--- src/rtl/bist_pkg.sv ---
// ---------------------------------------------------------------------------
// bist_pkg
// Shared definitions for the BIST response checker slice: the checker FSM
// state encoding and the error codes reported on err_code.
// No ports (package).
// ---------------------------------------------------------------------------
package bist_pkg;

   // Checker FSM states. WAIT is idle before the first run; DONE holds a result.
   typedef enum logic [2:0] {
      WAIT  = 3'd0,
      HIGH  = 3'd1,
      GAP   = 3'd2,
      CHECK = 3'd3,
      DONE  = 3'd4
   } bistStateT;

   // Error codes reported alongside fail.
   localparam logic [1:0] ERR_NONE = 2'd0;
   localparam logic [1:0] ERR_LEN  = 2'd1;
   localparam logic [1:0] ERR_SEG  = 2'd2;
   localparam logic [1:0] ERR_SIG  = 2'd3;

endpackage

--- src/rtl/bist_misr.sv ---
// ---------------------------------------------------------------------------
// bist_misr
// Multiple-input signature register that compacts the circuit-under-test
// response into a DATA_W-bit signature using a Galois-style shift with POLY
// feedback taps.
// Ports:
//   clk   - system clock, rising edge
//   reset - synchronous active-high reset, clears the signature
//   clr   - start a fresh signature (treated as zero) in the same update
//   en    - absorb din this cycle
//   din   - response word to absorb
//   sig   - current signature (registered)
// ---------------------------------------------------------------------------
module bist_misr
   import bist_pkg::*;
#(
   parameter int                DATA_W = 8,
   parameter logic [DATA_W-1:0] POLY   = 8'hB8
) (
   input  logic              clk,
   input  logic              reset,
   input  logic              clr,
   input  logic              en,
   input  logic [DATA_W-1:0] din,
   output logic [DATA_W-1:0] sig
);

   logic [DATA_W-1:0] r_sig;
   logic [DATA_W-1:0] w_base;
   logic [DATA_W-1:0] w_next;

   // Next signature: shift left, fold the outgoing MSB back through the taps,
   // then mix in the new word. A clear restarts from zero so the first word
   // of a run is absorbed in the same cycle.
   always_comb begin
      w_base = clr ? '0 : r_sig;
      w_next = {w_base[DATA_W-2:0], 1'b0} ^ (w_base[DATA_W-1] ? POLY : '0) ^ din;
   end

   // Signature register.
   always_ff @(posedge clk) begin
      if (reset) begin
         r_sig <= '0;
      end else if (en) begin
         r_sig <= w_next;
      end
   end

   assign sig = r_sig;

endmodule

--- config.mk ---
export PLATFORM = sky130hd
export DESIGN_NAME = bist_misr
export DESIGN_NICKNAME = d
export VERILOG_FILES = /design/src/rtl/bist_pkg.sv /design/src/rtl/bist_misr.sv
export SDC_FILE = /design/constraint.sdc
export NUM_CORES = 1
export LEC_CHECK = 0
export CAP_MARGIN = 25
export CORE_AREA = 2 2 39 41
export CTS_CLUSTER_DIAMETER = 80
export DETAILED_ROUTE_END_ITERATION = 10
export DIE_AREA = 0 0 41 43
export HOLD_SLACK_MARGIN = 0.15
export PLACE_DENSITY = 0.64
export SLEW_MARGIN = 30
export SYNTH_ARGS = -nofsm -noshare
export SYNTH_HDL_FRONTEND = slang
export SYNTH_SLANG_ARGS = --single-unit
--- constraint.sdc ---
create_clock -name clk -period 1.5 [get_ports clk]
set_clock_uncertainty 0.2 [all_clocks]
set_input_delay 0.3 -clock clk [delete_from_list [all_inputs] [get_ports clk]]
set_output_delay 0.3 -clock clk [all_outputs]
set_load 0.05 [all_outputs]
==> impl_metrics.yaml <==
setup_path:
  r2r-start: "sig[7]"
  critPathTopFamily: "flip-flops"
  crit_type: "reg -> out"
  crit_buf_inv: 1
  cp_num_cells: 1
  crit_fanout: 6
  cp-endpoint: "sig[6]"
  cp.required_ps: 1000
  crit_path_top_delay_cell: "dfxtp_1"
  cp-start-kind: "flop"
  crit_path_end_kind: "output pin"
  slowest_delay_ps: 460
  reg2reg_depth: 3
  r2r_setup_slack_ps: 110
  crit_arrival_ps: 890
  reg2reg_to: "sig[5]"
  path_cells: "buf_12"
  crit_start: "sig[6]"
layout:
  nNetsFinal: 85
  area_delta_synth_final_pct: 74.21
  layout-drive-gt1-share_pct: 29.17
  final_common_cell: "clkdlybuf4s50_1"
  largest_register_ffs: 8
  most-common-layout-cells: "10 x clkdlybuf4s50_1, 8 x buf_12, 7 x nor2_1, 6 x xnor2_1"
  fin_cells: 88
  fin_area_um2: 760.7
  n_antenna_cell: 0
global_routing:
  groute.usage.overall_pct: 13.37
  grt-ovfl-total: 0
  grt_pass1_vias: 383
  grt_pass1_wl_mm: 1.531
  grt_max_degree: 10
  antenna_found_initial: 0
synth:
  syn-num-nets: 62
  ys_ff_latch: 8
  synth_top_family_by_area: "simple AND/OR/NAND/NOR gates"
  synth_area_per_cell_um2: 8.733
  netlist_area_um2: 436.7
  synth-xor-area-share_pct: 12.03
  synth.yosys.seq_area_share_pct: 36.68
  synth.area.mux_share_pct: 2.292
  yosys_warnings: 0
  synth_cell_types: 19
  synth-simple-area-share_pct: 21.49
  synthTopCellsByArea: "dfxtp_1 37%, xnor2_1 12%, nor2_1 6.0%"
  yosysTopAreaCellShare_pct: 36.68
  yosys.area_share.adder_pct: 0
  synth_top_area_cell: "dfxtp_1"
  netlist_instances: 50
  synth_compound_area_share_pct: 20.92
floorplanning:
  die_h_um: 43
  dieArea_um2: 1763
  core_area_um2: 1384
  dieWidth_um: 41
  start_util_pct: 31.56
  top_level_ports: 20
  core.rowCount: 14
timing:
  rsz0062_at_grt: "no"
  min_period_over_period_pct: 92.81
  hold_viol: 0
  slew_headroom_pct: 78.54
  holdWs_ps: 318.5
  worstMarginPinSlew_ps: 320.9
  fmax_ghz: 0.7183
  finalSetupViolCount: 0
  slew_viol_final: 0
  setup_tns_ps: 0
  post-route-min-period_ps: 1392
power_and_ir_drop:
  p_leak_nw: 0.2763
  irDropWorstVdd_v: 0.0003878
  p_per_area_nw_per_um2: 886.5
clock_network:
  post_cts_buffers: 0
  h-tree-depth: 1
  cts.clk_slew.worst_paths_ps: 60
  hold_buffers: 0
  cts_buffers: 3
  cts_root_buf: "clkbuf_4"
  clockBufferDepth: 2
  clock_latency_ps: 260
  clock-sinks: 8
  cts_tree: "built"
routing:
  avgViaCountPerCell: 4.920
  postRouteWirelength_um: 978
  remaining_drc_errors: 0
  dr.pass1.iters: 4
  ant_nets: 0
  vias: 433
  avgRoutedWirePerCell_um: 11.11
  first_iter_violations: 12
placed_design:
  placed_area_um2: 735.7
  dp_cells: 84
  hpwl_um: 751.3
  gp_congestion: 0.7162
  port_buffers: 19
hold_path:
  hold_class: "reg -> reg"
run:
  drv_cap: 0
run_status:
  status: "finished, final reports clean"
worst reg2reg max path: cells and delay by family, from the launching register on:
family / cells / cell delay (ps)
and+or+nand+nor: 1 / 310
AOI/OAI and AO/OA: 1 / 260
xor gates and xnor gates: 1 / 140
DFF: 1 / 380
area by class of cell:
| cell class | count | area, um^2 |
|---|---|---|
| well taps | 16 | 20.02 |
| fillers | 140 | 623.1 |
| clock buffers | 4 | 26.28 |
| repair buffers | 23 | 299.0 |
| flip-flops and latches | 8 | 167.7 |
| multi-input cells | 37 | 247.7 |
cell families after synthesis:
kind of cell    after synthesis
simple gates                 17
xor+xnor                      6
flops                         8
buf+inv                       5
mux                           1
compound gates               13
worst min-delay path by stage:
stage          endpoint  cells after the start  slack [ps]    from
6_report         sig[3]                      2         320  sig[3]
3_3_place_gp     sig[2]                      2         310  sig[2]
4_1_cts          sig[3]                      2         320  sig[3]
2_1_floorplan    sig[0]                      2         250  din[0]
5_1_grt          sig[3]                      2         350  sig[3]
3_5_place_dp     sig[2]                      2         310  sig[2]
routing by layer:
layer | routed length (um) | share of wire, % | track usage (%)
met1 | 441 | 45 | 16.13
met2 | 465 | 48 | 17.50
met3 | 56 | 5.7 | 7.853
met4 | 15 | 1.5 | 8.000
met5 | 0 | 0 | 0
through the flow:
step / power, W / util, % / worst slack [ps]
final: 0.0006744 / 54.97 / 107.8
after global routing: 0.0007090 / 54.97 / 47.54
after CTS: 0.0006842 / 54.97 / 100.4
after detailed placement: 0.0004981 / 53.16 / -312.7
after global placement: 0.0004957 / 53.16 / -293.0
after floorplan: 0.0003789 / - / 12.35
repair_timing:
action | 4_1_cts | 5_1_grt
setup endpoints to repair | 4 | 0
hold endpoints to repair | 0 | 0
resized for setup | 1 | 0
power breakdown:
part / internal (W) / switching [W]
logic: 0.000127 / 0.000105
clock network: 0.000102 / 0.0000806
registers: 0.000231 / 0.0000278
Yosys cell counts:
| cell type | number |
|---|---|
| nor2_1 | 7 |
| nor2b_1 | 3 |
| buf_2 | 2 |
| buf_1 | 1 |
| nand2_1 | 1 |
| nor4b_1 | 1 |
| a31oi_1 | 2 |
| xnor2_1 | 6 |
| buf_6 | 1 |
| or3_1 | 3 |
| o21ai_0 | 4 |
| a311oi_1 | 3 |
| clkbuf_1 | 1 |
| a211oi_1 | 3 |
| and4bb_2 | 1 |
| a21bo_2 | 1 |
| nor3_1 | 1 |
| mux2i_1 | 1 |
| dfxtp_1 | 8 |
No activity file was read; power rests on OpenSTA's default activity.
